===== src/rtl/hazard_control_pkg.sv =====
// Shared definitions for the pipeline hazard controller: FSM encodings and default widths.
package hazard_control_pkg;
  typedef enum logic {
    HZ_RUN      = 1'b0,
    HZ_MDU_WAIT = 1'b1
  } hz_state_t;

  localparam int HZ_CNT_W   = 32;
  localparam int WORD_WIDTH = 32;
endpackage


===== src/rtl/hazard_control_sat_counter.sv =====
// Saturating up-counter: increments once per cycle with inc high, holds at all-ones.
module sat_counter #(
  parameter int W = 32
) (
  input  logic         clk,
  input  logic         rst,
  input  logic         inc,
  output logic [W-1:0] count
);
  always_ff @(posedge clk or posedge rst) begin
    if (rst) begin
      count <= '0;
    end else if (inc && (count != {W{1'b1}})) begin
      count <= count + {{(W-1){1'b0}}, 1'b1};
    end
  end
endmodule


===== src/rtl/hazard_control.sv =====
// Pipeline stall/flush controller: same-cycle stage controls from hazards, MDU wait FSM
// and saturating stall/flush event counters.
module hazard_control
  import hazard_control_pkg::*;
#(
  parameter int CNT_W = HZ_CNT_W
) (
  input  logic             clk,
  input  logic             rst,
  input  logic             mem_ex_hazard,
  input  logic             branch_mispredict,
  input  logic             mdu_start,
  input  logic             mdu_done,
  input  logic             dmem_req,
  input  logic             dmem_ready,
  output logic             pc_stall,
  output logic             ifid_stall,
  output logic             ifid_flush,
  output logic             idex_stall,
  output logic             idex_flush,
  output logic             exmem_stall,
  output logic             exmem_flush,
  output logic             memwb_flush,
  output logic             pc_redirect,
  output logic             mdu_busy,
  output logic [CNT_W-1:0] stall_cycles,
  output logic [CNT_W-1:0] flush_events
);
  hz_state_t state, state_nxt;
  logic      done_pending, done_pending_nxt;
  logic      freeze, mdu_hold;

  assign freeze   = dmem_req && !dmem_ready;
  assign mdu_hold = ((state == HZ_RUN) && mdu_start && !mdu_done) ||
                    ((state == HZ_MDU_WAIT) && !(mdu_done || done_pending));
  assign mdu_busy = (state == HZ_MDU_WAIT);

  always_ff @(posedge clk or posedge rst) begin
    if (rst) begin
      state        <= HZ_RUN;
      done_pending <= 1'b0;
    end else begin
      state        <= state_nxt;
      done_pending <= done_pending_nxt;
    end
  end

  // The FSM keeps advancing under freeze; a done seen while frozen is parked in done_pending.
  always_comb begin
    state_nxt        = state;
    done_pending_nxt = done_pending;
    case (state)
      HZ_RUN: begin
        done_pending_nxt = 1'b0;
        if (mdu_start && !mdu_done) state_nxt = HZ_MDU_WAIT;
      end
      HZ_MDU_WAIT: begin
        if ((mdu_done || done_pending) && !freeze) begin
          state_nxt        = HZ_RUN;
          done_pending_nxt = 1'b0;
        end else if (mdu_done && freeze) begin
          done_pending_nxt = 1'b1;
        end
      end
      default: begin
        state_nxt        = HZ_RUN;
        done_pending_nxt = 1'b0;
      end
    endcase
  end

  always_comb begin
    pc_stall    = 1'b0;
    ifid_stall  = 1'b0;
    ifid_flush  = 1'b0;
    idex_stall  = 1'b0;
    idex_flush  = 1'b0;
    exmem_stall = 1'b0;
    exmem_flush = 1'b0;
    memwb_flush = 1'b0;
    pc_redirect = 1'b0;
    if (freeze) begin
      pc_stall    = 1'b1;
      ifid_stall  = 1'b1;
      idex_stall  = 1'b1;
      exmem_stall = 1'b1;
      memwb_flush = 1'b1;
    end else if (mdu_hold || mem_ex_hazard) begin
      // Load-use also suppresses mispredict: branch operands are stale this cycle.
      pc_stall    = 1'b1;
      ifid_stall  = 1'b1;
      idex_stall  = 1'b1;
      exmem_flush = 1'b1;
    end else if (branch_mispredict) begin
      pc_redirect = 1'b1;
      ifid_flush  = 1'b1;
      idex_flush  = 1'b1;
    end
  end

  sat_counter #(.W(CNT_W)) u_stall_cnt (
    .clk   (clk),
    .rst   (rst),
    .inc   (pc_stall),
    .count (stall_cycles)
  );

  sat_counter #(.W(CNT_W)) u_flush_cnt (
    .clk   (clk),
    .rst   (rst),
    .inc   (pc_redirect),
    .count (flush_events)
  );
endmodule


===== config.mk =====
export PLATFORM = sky130hd
export DESIGN_NAME = hazard_control
export DESIGN_NICKNAME = d
export VERILOG_FILES = /design/src/rtl/hazard_control_pkg.sv /design/src/rtl/hazard_control_sat_counter.sv /design/src/rtl/hazard_control.sv
export SDC_FILE = /design/constraint.sdc
export NUM_CORES = 1
export LEC_CHECK = 0
export BUFFER_PORTS_ARGS = -buffer_cell sky130_fd_sc_hd__buf_4
export CAP_MARGIN = 20
export CORE_MARGIN = 2
export CORE_UTILIZATION = 54
export CTS_BUF_LIST = sky130_fd_sc_hd__clkbuf_4 sky130_fd_sc_hd__clkbuf_8 sky130_fd_sc_hd__clkbuf_16
export CTS_CLUSTER_DIAMETER = 80
export DETAILED_ROUTE_END_ITERATION = 10
export PLACE_DENSITY = 0.86
export SYNTH_ARGS = -nofsm -noshare
export SYNTH_HDL_FRONTEND = slang
export SYNTH_SLANG_ARGS = --single-unit

===== constraint.sdc =====
create_clock -name clk -period 2.55 [get_ports clk]
set_clock_uncertainty 0.05 [all_clocks]
set_input_delay 0.1275 -clock clk [delete_from_list [all_inputs] [get_ports clk]]
set_output_delay 0.1275 -clock clk [all_outputs]
set_load 0.02 [all_outputs]

# [Yosys cells after proc, flatten, opt, wreduce, memory -nomap -nowiden]
# Cells that the tools add are included.
[word_totals] ff_bits=66 latch_bits=0 ramBits=0 mem_bits_ro=0 input_bits=8 out_inout_bits=74 mem_count=0
[op_classes] addsub=2 n_mul=0 div=0 n_lt_le_gt_ge=0 eq_ne=3 shift=0 n_mux=13 bitwise_logic=1 n_reduce_logical=16
[op_table] op="32-bit by 1-bit adder with 32-bit output (second input constant)" n=2
[op_table] op="32-bit != test (second input constant)" n=2
[op_table] op="1-bit two-way mux" n=11
[op_table] op="1-bit logical AND" n=9
[op_table] op="1-bit zero test" n=4
[op_table] op="1-bit case mux with 2 select lines" n=2
[op_table] op="1-bit logical OR" n=3
[op_table] op="3-bit by 1-bit != test with 1-bit output (second input constant)" n=1
[op_table] op="1-bit NOT" n=1

# [Depth between registers and ports, before layout]
# Gate-level depths: netlist of the first run.
[depth] word_depth=8 mapped_depth=7 depth_no_buf=6

# [Hierarchy]
# A second synthesis of the first run with hierarchy kept.
[unflattened] hier_cells=313 hier_area_um2=3353.2
[by_module_without_submodules] mod="sat_counter at u_flush_cnt" instances=1 cells_per_inst=153 area_per_inst_um2=1635.3 seq_area_each_um2=800.8
[by_module_without_submodules] mod="sat_counter at u_stall_cnt" instances=1 cells_per_inst=139 area_per_inst_um2=1561.5 seq_area_each_um2=800.8
[by_module_without_submodules] mod="hazard_control" instances=1 cells_per_inst=21 area_per_inst_um2=156.4 seq_area_each_um2=50.0

# [Least setup slack after synthesis of the first run]
# OpenSTA, ideal clock, no wires.
[synth_timing] path_kind="reg-to-reg" from="register u_flush_cnt.count[0]" to="register u_flush_cnt.count[1]" setup_time_ps=125 arrival_ps=1829 slack_ps=546 stages_incl_launch_ff=7 period_less_slack_ps=2004 cell_sequence="dfrtp_1 > ha_1 > nand4_1 > nor4_4 > nand3_2 > nand2_1 > mux2_2"
[synth_via] elab_chain_len=2
[synth_lines] element="start, declared" line_no="hazard_control_sat_counter.sv:8" text="output logic [W-1:0] count"
[synth_lines] element="start signal, assigned" line_no="hazard_control_sat_counter.sv:14" text="count <= count + {{(W-1){1'b0}}, 1'b1};"
[synth_lines] element="branches (longest 2 deep; another with 32-bit by 1-bit adder with 32-bit output)"
# Several ways; the timed one is not identified.
# A chain may end at the register's enable or synchronous reset.

# [Final worst setup path of the first run]
# Same ends and word-level chain as after synthesis.

==> results of run 1 <==
## final timing paths
kind	to	slack [ns]	cells past startpoint
max in group asynchronous	u_stall_cnt.count[2]$_DFFE_PP0P_	1.37	4
min reg2reg	u_stall_cnt.count[10]$_DFFE_PP0P_	0.45	1
min in group asynchronous	u_flush_cnt.count[24]$_DFFE_PP0P_	0.44	3
max	u_flush_cnt.count[1]$_DFFE_PP0P_	0.43	6
min	done_pending$_DFFE_PP0P_	0.06	4
max reg2reg	u_flush_cnt.count[1]$_DFFE_PP0P_	0.43	6
## cell families (layout without fill, tap and decap cells)
kind of cell             count (synthesis)  count (layout)  share of synthesized area
flip-flops                              66              66                      0.480
multiplexers                             3               3                    0.00982
adder cells (fa/ha/maj)                  2               2                    0.00727
AO/OA/AOI/OAI                           13              13                     0.0240
AND/OR/NAND/NOR                        165             165                      0.298
XOR/XNOR                                58              58                      0.148
buffers and inverters                   19             108                     0.0331
## through the flow
stage	area (um2)	worst slack [ns]	power, mW
after global placement	4090	0.537	1.90
after global routing	4340	0.317	3.03
after detailed placement	4090	0.452	1.92
final	4340	0.435	2.91
after CTS	4340	0.434	2.91
after floorplan	3440	0.546	1.66
## sequential cells by signal, indices dropped and copies added (netlist names)
signal and cells:
done_pending 1, mdu_busy 1, u_flush_cnt.count 32, u_stall_cnt.count 32
## critical path, cell delays in order, from the launching register on
cell and delay (ns):
dfrtp_1 0.42, ha_1 0.23, nand4_1 0.25, nor4_4 0.40, nand3_2 0.16, nand2_1 0.14, mux2_2 0.35
## routing by layer
layer / vias up / global-route usage
met5: - / 0
met4: 0 / 0.0938
met3: 10 / 0.0307
met2: 102 / 0.391
met1: 1402 / 0.321
li1: 1342 / -
## power groups by stage
stage               logic [mW]  clock network, mW  registers (mW)
global route             0.656               1.05            1.32
global placement         0.587                  0            1.31
detailed placement       0.606                  0            1.31
floorplan                0.246                  0            1.41
finish                   0.605               1.00            1.30
CTS                      0.610               1.01            1.30
## area by class of cell
cell class                      count  area [um2]  share of cell area
Clock inverter                      6        90.1              0.0208
Clock buffer                       10         138              0.0317
Sequential cell                    66        1650               0.381
Inverter                            6        22.5             0.00519
Multi-Input combinational cell    241        1680               0.386
Timing Repair Buffer               86         663               0.153
Tap cell                           77        96.3              0.0222
## layout by cell type (no fill, tap or decap), drive strengths merged, types with 2 or more instances in the layout
cell type    synthesis  final
mux2                 3      3
clkbuf               1     10
bufinv               0      2
nand3               26     26
ha                   2      2
inv                  6      6
nor4                11     11
a21oi                5      5
buf                 12     84
nor2                18     18
xor2                15     15
nand4               33     33
nor3b                2      2
xnor2               43     43
and4                11     11
nor3                12     12
nand2               27     27
clkinv               0      3
o21ai                4      4
nand2b               2      2
dfrtp               66     66
and2                 2      2
and3                15     15
dlygate4sd3          0      2
==> impl_results.md, run 1 <==
* I/O Buffers at 81
* Num Clock Sinks at 66
* Max_slew headroom at 0.490
* Drt wl/cell at about 17 um
* Drt drc at 0
* Startpoint Class: flip-flop
* VDD IR-drop max at about 0.0006 V
* H-tree Lvls at 3
* Synth async-reset ratio at 1.00
* Switching portion of total power at 0.309
* Hpwl dp at roughly 5700 um
* Logic pwr share at 0.208
* Final Hold Viols at 0
* Top-count cell post-synth: dfrtp_1
* First-pass GRT wire length at 13500 um
* Critical path type: flip-flop to flip-flop
* Top cells by instance count after synthesis: dfrtp_1 (66), xnor2_1 (43), nand4_1 (32)
* Part of the power in registers at 0.447
* Via count of the routed design at approximately 2900
* Netlist Area Pre-Place at 0.00344 mm2
* Worst-Skew Late Latency at between 0.3 and 0.4 ns
* Share of cells above drive strength 1 at 0.296
* Worst Hold Launch: dmem_ready
* Core Util, Final at 0.695
* Routed wire length at between 8000 and 9000 um
* Root Buffer: clkbuf_8
* Nets at 420
* Final Slew Violations at 0
* R2R Path Start: u_flush_cnt.count[0]$_DFFE_PP0P_
* Worst-path clk slew at roughly 0.08 ns
* Clock power share at 0.345
* Io pins at slightly above 80
* Power per cell area at approximately 670 mW/mm2
* CTS max path bufs at 2
* Max-cap viol count at 0
* Hold-fix buffers, CTS at 2
* Met3 wire len at 443 um
* FP Rows at 29
* Final period util at 0.830
* Worst-margin pin slew at ~0.76 ns
* Synth top area cells: dfrtp_1 (48%), xnor2_1 (11%), nand4_1 (5.8%)
* Met2 WL post-DR at 4120 um
* TritonRoute pass-1 iters at 5
* Highest Signal Layer: met4
* Post-synthesis cell count at about 330
* Inserted Clock Buffers at 9
* Final min period at between 2 and 2.5 ns
* Area grow syn2layout at 26.0%
* Post-synth top area share at 0.480
* Max FO, Critical Path at 5
* Fmax at 0.473 GHz
* Leakage Power at 2.02 nW
* Filler cell count at 492
* Run status: completed
* Internal power at roughly 2 mW
* Synth warn at 0
* CTS resizes at 0
* Final Non-Filler Cells at between 400 and 500
* Worst hold path type: primary input to flip-flop
* Setup violators final at 0
* Initial DRC count at ~160
* Die area at 0.00703 mm2
* Wl on met1 at roughly 3500 um
* Synth Flop Type: dfrtp_1
* Setup_tns at 0 ns
* Post-synthesis average cell area at between 10 and 15 um2
* Crit end category: flip-flop
* Largest net degree at the start of global routing at 36
* Synth unique cells at between 40 and 50
* Diode count at 0
* Total grt overflow at 0
* Worst Path Arrival at between 2 and 2.5 ns
* Chip width at about 84 um
* Synth Register Bits at 66
* Placed Cells at between 400 and 500
* GPL Wtd Cong at 0.785
* Largest area contributor in the netlist: dfrtp_1
* CP required at between 2 and 3 ns
* Number of global-route vias before repair at 2807
* Sequential area share after synthesis at 0.480
* EDFF count, synth at 0
* Post-CTS Setup Repair Bufs at 0
* NetSw at between 0.8 and 0.9 mW
* Initial antenna violation count at 0
* Hold Slack at roughly 0.057 ns
* CTS tree: yes
* Crit path from: u_flush_cnt.count[0]$_DFFE_PP0P_
* Vias per inst at 5.80
* Initial Util at 0.551
* Antenna Nets Post-Route at 0
* Global Route Usage Sum at 0.238
* Syn nets at ~340
* RSZ-0062 raised after global routing: false
* Die span in y at ~84 um
* Core Box Area at about 0.0062 mm2
No activity file was read; power rests on OpenSTA's default activity.
==> run 2, diff against run 1 <==
--- a/config.mk
+++ b/config.mk
@@ -8,11 +8,11 @@
 export BUFFER_PORTS_ARGS = -buffer_cell sky130_fd_sc_hd__buf_4
 export CAP_MARGIN = 20
 export CORE_MARGIN = 2
-export CORE_UTILIZATION = 54
+export CORE_UTILIZATION = 48
 export CTS_BUF_LIST = sky130_fd_sc_hd__clkbuf_4 sky130_fd_sc_hd__clkbuf_8 sky130_fd_sc_hd__clkbuf_16
 export CTS_CLUSTER_DIAMETER = 80
 export DETAILED_ROUTE_END_ITERATION = 10
-export PLACE_DENSITY = 0.86
+export PLACE_DENSITY = 0.82
 export SYNTH_ARGS = -nofsm -noshare
 export SYNTH_HDL_FRONTEND = slang
 export SYNTH_SLANG_ARGS = --single-unit
==> constraint.sdc (replaced) <==
create_clock -name clk -period 1.7 [get_ports clk]
set_clock_uncertainty 0.05 [all_clocks]
set_input_delay 0.085 -clock clk [delete_from_list [all_inputs] [get_ports clk]]
set_output_delay 0.085 -clock clk [all_outputs]
set_load 0.02 [all_outputs]
==> impl_results.md, run 2 (synthesized netlist as in run 1, its figures left out) <==
* Run status: finished with violations
* Failing checks: setup timing
* Die span in y at between 80 and 90 um
* Startpoint Class: flip-flop
* Commonest non-fill, non-tap cell in the layout: buf_4
* Largest net degree at the start of global routing at 31
* Commonest non-fill, non-tap cells in the layout: buf_4 (164), dfrtp_2 (34), xnor2_1 (33)
* Final Non-Filler Cells at roughly 620
* Clock power share at 0.266
* Worst hold path type: primary input to flip-flop
* Initial antenna violation count at 0
* Crit end category: flip-flop
* Final period util at 1.11
* GPL Wtd Cong at between 0.8 and 0.9
* Critical path type: flip-flop to flip-flop
* Inserted Clock Buffers at 9
* Max-cap viol count at 0
* Initial Util at 0.501
* Leakage Power at between 2 and 3 nW
* Antenna Nets Post-Route at 0
* Max_slew headroom at 0.612
* Fmax at between 0.5 and 0.6 GHz
* Die area at 0.00786 mm2
* TritonRoute pass-1 iters at 6
* Root Buffer: clkbuf_8
* Slowest cell on the critical path: nor4_4
* R2R Path Start: u_stall_cnt.count[26]$_DFFE_PP0P_
* Worst-Skew Late Latency at approximately 0.36 ns
* Worst-path clk slew at 0.07 ns
* Setup_tns at -4.30 ns
* Largest regs: u_flush_cnt.count x32, u_stall_cnt.count x32
* Placed Cells at approximately 570
* Logic pwr share at 0.331
* Worst Path Arrival at between 2 and 2.5 ns
* Area grow syn2layout at 69.9%
* Part of the power in registers at 0.403
* Io pins at 82
* Core Box Area at a little under 0.007 mm2
* RSZ-0062 raised after global routing: true
* H-tree Lvls at 3
* Internal power at 3.19 mW
* Max FO, Critical Path at 6
* Hold depth at 5
* VDD IR-drop max at roughly 0.0010 V
* Nets at approximately 530
* Switching portion of total power at 0.339
* Final Hold Viols at 0
* Vias per inst at 5.83
* Most common cell on crit path: nand4_1
* I/O Buffers at between 80 and 90
* Chip width at around 90 um
* CP cell instances: nand4_1, nor4_4, nand3_4, buf_6, nand4_1, xnor2_1
* FP Rows at 30
* Share of cells above drive strength 1 at 0.628
* Via count of the routed design at ~3600
* Core Util, Final at 0.851
* FF-to-FF path depth at 6
* Drt drc at 0
* Setup ws final at -0.194 ns
* Routed wire length at roughly 13000 um
* Crit-path max cell delay at between 0.4 and 0.5 ns
* Initial DRC count at around 250
* Hpwl dp at slightly below 7000 um
* Final min period at approximately 1.9 ns
* Worst-margin pin slew at about 0.58 ns
* CTS max path bufs at 2
* Total grt overflow at 0
* Global Route Usage Sum at 0.262
* CP required at ~1.9 ns
* Final Slew Violations at 0
* Power per cell area at 824 mW/mm2
* Num Clock Sinks at between 60 and 70
* Hold EP: done_pending$_DFFE_PP0P_
* Number of global-route vias before repair at about 3200
* First-pass GRT wire length at between 15000 and 20000 um
* Drt wl/cell at just over 20 um
* Crit Reg-Reg Endpoint: u_stall_cnt.count[8]$_DFFE_PP0P_
* CTS tree: yes
* Reg2Reg Setup Slack at -0.19 ns
* NetSw at around 1.6 mW
* Setup violators final at between 50 and 60
* Diode count at 0
* Worst Hold Launch: dmem_ready
==> run 2: cell count changes in the layout (fill, tap and decap cells not counted), sizes merged <==
cell,before,now
buf,84,188
inv,6,5
nand3,26,27
bufinv,2,0
clkbuf,10,14
==> run 2: final cells by class <==
type | count | area (um2)
Multi-Input combinational cell | 242 | 2250
Sequential cell | 66 | 1690
Timing Repair Buffer | 191 | 1570
Fill cell | 334 | 1020
Clock buffer | 13 | 166
Tap cell | 96 | 120
Inverter | 6 | 31.3
Clock inverter | 3 | 15.0
==> run 2: what timing repair did <==
action | 4_1_cts | 5_1_grt
pin swaps | 5 | 50
gates cloned | 1 | 4
setup buffers | 2 | 21
endpoints found under the hold margin | 24 | 0
resized for setup | 13 | 103
hold buffers | 2 | 0
setup endpoints to repair | 35 | 67
==> run 2: stage by stage <==
step                      hold slack, ns  worst slack, ns  instance area (um2)  power (mW)
after global placement             0.124          -0.0603                 4860        3.20
after CTS                          0.106          -0.0736                 5150        4.53
final                              0.110           -0.194                 5850        4.82
after global routing               0.129           -0.229                 5850        4.99
after floorplan                    0.160           -0.214                 3610        2.59
after detailed placement           0.131           -0.134                 4860        3.26
==> run 2: power by group through the flow <==
| stage | sequential (mW) | combinational [mW] | clock, mW |
|---|---|---|---|
| global route | 1.95 | 1.68 | 1.36 |
| finish | 1.94 | 1.60 | 1.28 |
| CTS | 1.90 | 1.37 | 1.26 |
| detailed placement | 1.93 | 1.33 | 0 |
| global placement | 1.91 | 1.29 | 0 |
| floorplan | 2.17 | 0.426 | 0 |
==> run 2: worst max path at each step <==
stage	from	end	slack, ns	cells past startpoint
4_1_cts	mdu_busy$_DFF_PP0_	u_flush_cnt.count[13]$_DFFE_PP0P_	-0.07	7
5_1_grt	u_stall_cnt.count[27]$_DFFE_PP0P_	u_stall_cnt.count[8]$_DFFE_PP0P_	-0.23	6
3_5_place_dp	u_flush_cnt.count[1]$_DFFE_PP0P_	u_flush_cnt.count[28]$_DFFE_PP0P_	-0.13	7
2_1_floorplan	u_flush_cnt.count[0]$_DFFE_PP0P_	u_flush_cnt.count[1]$_DFFE_PP0P_	-0.21	6
6_report	u_stall_cnt.count[26]$_DFFE_PP0P_	u_stall_cnt.count[8]$_DFFE_PP0P_	-0.19	6
3_3_place_gp	u_flush_cnt.count[1]$_DFFE_PP0P_	u_flush_cnt.count[26]$_DFFE_PP0P_	-0.06	7
==> run 2: routing by layer <==
| layer | share of wire | up-vias | GRT usage | routed length, um |
|---|---|---|---|---|
| li1 | - | 1553 | - | - |
| met1 | 0.36 | 1781 | 0.328 | 4540 |
| met2 | 0.52 | 215 | 0.455 | 6630 |
| met3 | 0.076 | 47 | 0.0513 | 962 |
| met4 | 0.043 | 0 | 0.0882 | 547 |
| met5 | 0 | - | 0 | 0 |
==> run 2: worst max-delay path: cells and delay by family (launching register included) <==
family / cells / cell delay (ns)
buf+inv: 1 / 0.20
xor+xnor: 1 / 0.18
simple gates: 4 / 1.00
flops: 1 / 0.37
==> run 3, diff against run 2 <==
--- a/config.mk
+++ b/config.mk
@@ -7,12 +7,15 @@
 export LEC_CHECK = 0
 export BUFFER_PORTS_ARGS = -buffer_cell sky130_fd_sc_hd__buf_4
 export CAP_MARGIN = 20
+export CELL_PAD_IN_SITES_DETAIL_PLACEMENT = 1
+export CELL_PAD_IN_SITES_GLOBAL_PLACEMENT = 1
 export CORE_MARGIN = 2
-export CORE_UTILIZATION = 48
+export CORE_UTILIZATION = 37
 export CTS_BUF_LIST = sky130_fd_sc_hd__clkbuf_4 sky130_fd_sc_hd__clkbuf_8 sky130_fd_sc_hd__clkbuf_16
 export CTS_CLUSTER_DIAMETER = 80
 export DETAILED_ROUTE_END_ITERATION = 10
-export PLACE_DENSITY = 0.82
+export PLACE_DENSITY = 0.81
+export REMOVE_ABC_BUFFERS = 1
 export SYNTH_ARGS = -nofsm -noshare
 export SYNTH_HDL_FRONTEND = slang
 export SYNTH_SLANG_ARGS = --single-unit
==> impl_results.md, run 3 (synthesized netlist as in run 1, its figures left out) <==
* Run status: finished with violations
* Failing checks: setup timing
* FF-to-FF path depth at 7
* Crit path to: u_flush_cnt.count[29]$_DFFE_PP0P_
* Final Hold Viols at 0
* Filler cell count at 923
* Final min period at 2.01 ns
* Drt drc at 0
* Core Box Area at a little over 0.009 mm2
* Post-DP Area at 0.00491 mm2
* Power per cell area at slightly below 900 mW/mm2
* Slowest cell on the critical path: dfrtp_2
* Fmax at about 0.5 GHz
* Worst-Skew Late Latency at ~0.38 ns
* Vias per inst at about 5.8
* Crit-path max cell delay at 0.43 ns
* Busiest layer in global routing: met2
* I/O Buffers at 81
* Core Util, Final at 0.693
* Setup violators final at slightly below 70
* Critical path type: flip-flop to flip-flop
* Max_slew headroom at 0.560
* Routed wire length at between 15000 and 20000 um
* Area grow syn2layout at 83.6%
* Area of the multi-input gates at ~0.0024 mm2
* Final instance area at 0.00632 mm2
* GPL Wtd Cong at 0.848
* Global Route Usage Sum at 0.330
* First-pass GRT wire length at around 25000 um
* Met2 Usage GRT at 0.561
* Final period util at 1.18
* Crit path from: u_flush_cnt.count[8]$_DFFE_PP0P_
* Io pins at 82
* Leakage Power at a little over 3 nW
* Root Buffer: clkbuf_8
* Antenna Nets Post-Route at 0
* Initial antenna violation count at 0
* Part of the power in registers at 0.337
* Initial Util at 0.378
* Nets at around 560
* Clock power share at 0.318
* Number of global-route vias before repair at 4148
* CTS max path bufs at 2
* Hpwl dp at 8660 um
* Crit Reg-Reg Endpoint: u_flush_cnt.count[29]$_DFFE_PP0P_
* R2R Path Start: u_flush_cnt.count[8]$_DFFE_PP0P_
* Worst-margin pin slew at 0.658 ns
* Via count of the routed design at ~3900
* Worst hold path type: primary input to flip-flop
* Initial DRC count at between 150 and 200
* Setup ws final at -0.312 ns
* Chip width at about 100 um
* RSZ-0062 raised after global routing: true
* Crit end category: flip-flop
* FP Rows at 35
* Diode count at 0
* Max FO, Critical Path at 6
* Cell family with most CP delay: simple AND/OR/NAND/NOR gates
* Max-cap viol count at 0
* Share of cells above drive strength 1 at 0.622
* M1 GR Usage at 0.393
* Die span in y at between 100 and 150 um
* Largest net degree at the start of global routing at 67
* Total grt overflow at 0
* Storage cell area at between 0.0015 and 0.002 mm2
* Num Clock Sinks at 66
* CP required at 1.91 ns
* Worst Path Arrival at 2.22 ns
* Drt wl/cell at about 28 um
* VDD IR-drop max at around 0.00072 V
* Reg2Reg Setup Slack at -0.31 ns
* Worst-path clk slew at about 0.10 ns
* Commonest non-fill, non-tap cell in the layout: buf_4
* NetSw at 1.91 mW
* Startpoint Class: flip-flop
* Logic pwr share at 0.344
* Buffers and inverters on the worst path at 2
* Setup_tns at -10.98 ns
* Total power at 5.57 mW
* Hold Slack at 0.193 ns
* CTS tree: yes
* Final Slew Violations at 0
* Largest regs: u_flush_cnt.count x32, u_stall_cnt.count x32
* Die area at about 0.010 mm2
* TritonRoute pass-1 iters at 4
* Internal power at roughly 3.7 mW
* CP cell instances: and4_2, nand3_1, nor4_4, buf_4, buf_12, nand4b_1, xnor2_2
* Met3 usage at 0.0620
* Commonest non-fill, non-tap cells in the layout: buf_4 (187), dfrtp_1 (64), nand4_1 (32)
* Switching portion of total power at 0.342
* H-tree Lvls at 3
* Inserted Clock Buffers at 9
* Crit path depth at 7
## run 3: area by class of cell
type / instances / share of cell area
multi-input cells: 242 / 0.376
clock inverters: 7 / 0.0186
repair buffers: 223 / 0.298
well taps: 111 / 0.0220
flip-flops and latches: 66 / 0.262
clock buffers: 9 / 0.0196
inverters: 6 / 0.00396
## run 3: metrics by stage
| step | cells | worst slack [ns] |
|---|---|---|
| after floorplan | 313 | -0.613 |
| after global placement | 610 | -0.126 |
| after detailed placement | 610 | -0.272 |
| after CTS | 645 | -0.204 |
| after global routing | 664 | -0.333 |
| final | 664 | -0.312 |
## run 3: worst register-to-register path, stage by stage, from the launching register on
cell      delay (ns)
dfrtp_2         0.43
and4_2          0.32
nand3_1         0.17
nor4_4          0.23
buf_4           0.19
buf_12          0.13
nand4b_1        0.17
xnor2_2         0.20
## run 3: worst min-delay path by stage
stage,start,endpoint,slack (ns),cells after the start
global route,mdu_start,mdu_busy$_DFF_PP0_,0.19,4
detailed placement,rst,u_flush_cnt.count[23]$_DFFE_PP0P_,0.15,3
CTS,mdu_start,mdu_busy$_DFF_PP0_,0.15,4
finish,mdu_start,mdu_busy$_DFF_PP0_,0.19,4
floorplan,mdu_done,done_pending$_DFFE_PP0P_,0.16,2
global placement,rst,u_flush_cnt.count[23]$_DFFE_PP0P_,0.14,3
## run 3: metal layers
metal	wire length (um)	vias up
met1	7340	2028
met2	9650	175
met3	950	55
li1	-	1626
met5	0	-
met4	729	0
## run 3: power groups by stage
stage	clock, mW	combinational [mW]	sequential [mW]
6_report	1.77	1.92	1.88
5_1_grt	1.83	2.02	1.89
4_1_cts	1.67	1.62	1.84
3_5_place_dp	0	1.40	1.86
3_3_place_gp	0	1.34	1.85
2_1_floorplan	0	0.354	2.12
## run 3: repair_timing
item                       CTS  global route
setup buffers               16            22
pin swaps                   51            51
gates cloned                 3             2
hold endpoints to repair    67             0
setup endpoints to repair   71            71
hold buffers                 2             0
gates resized for setup     95            79
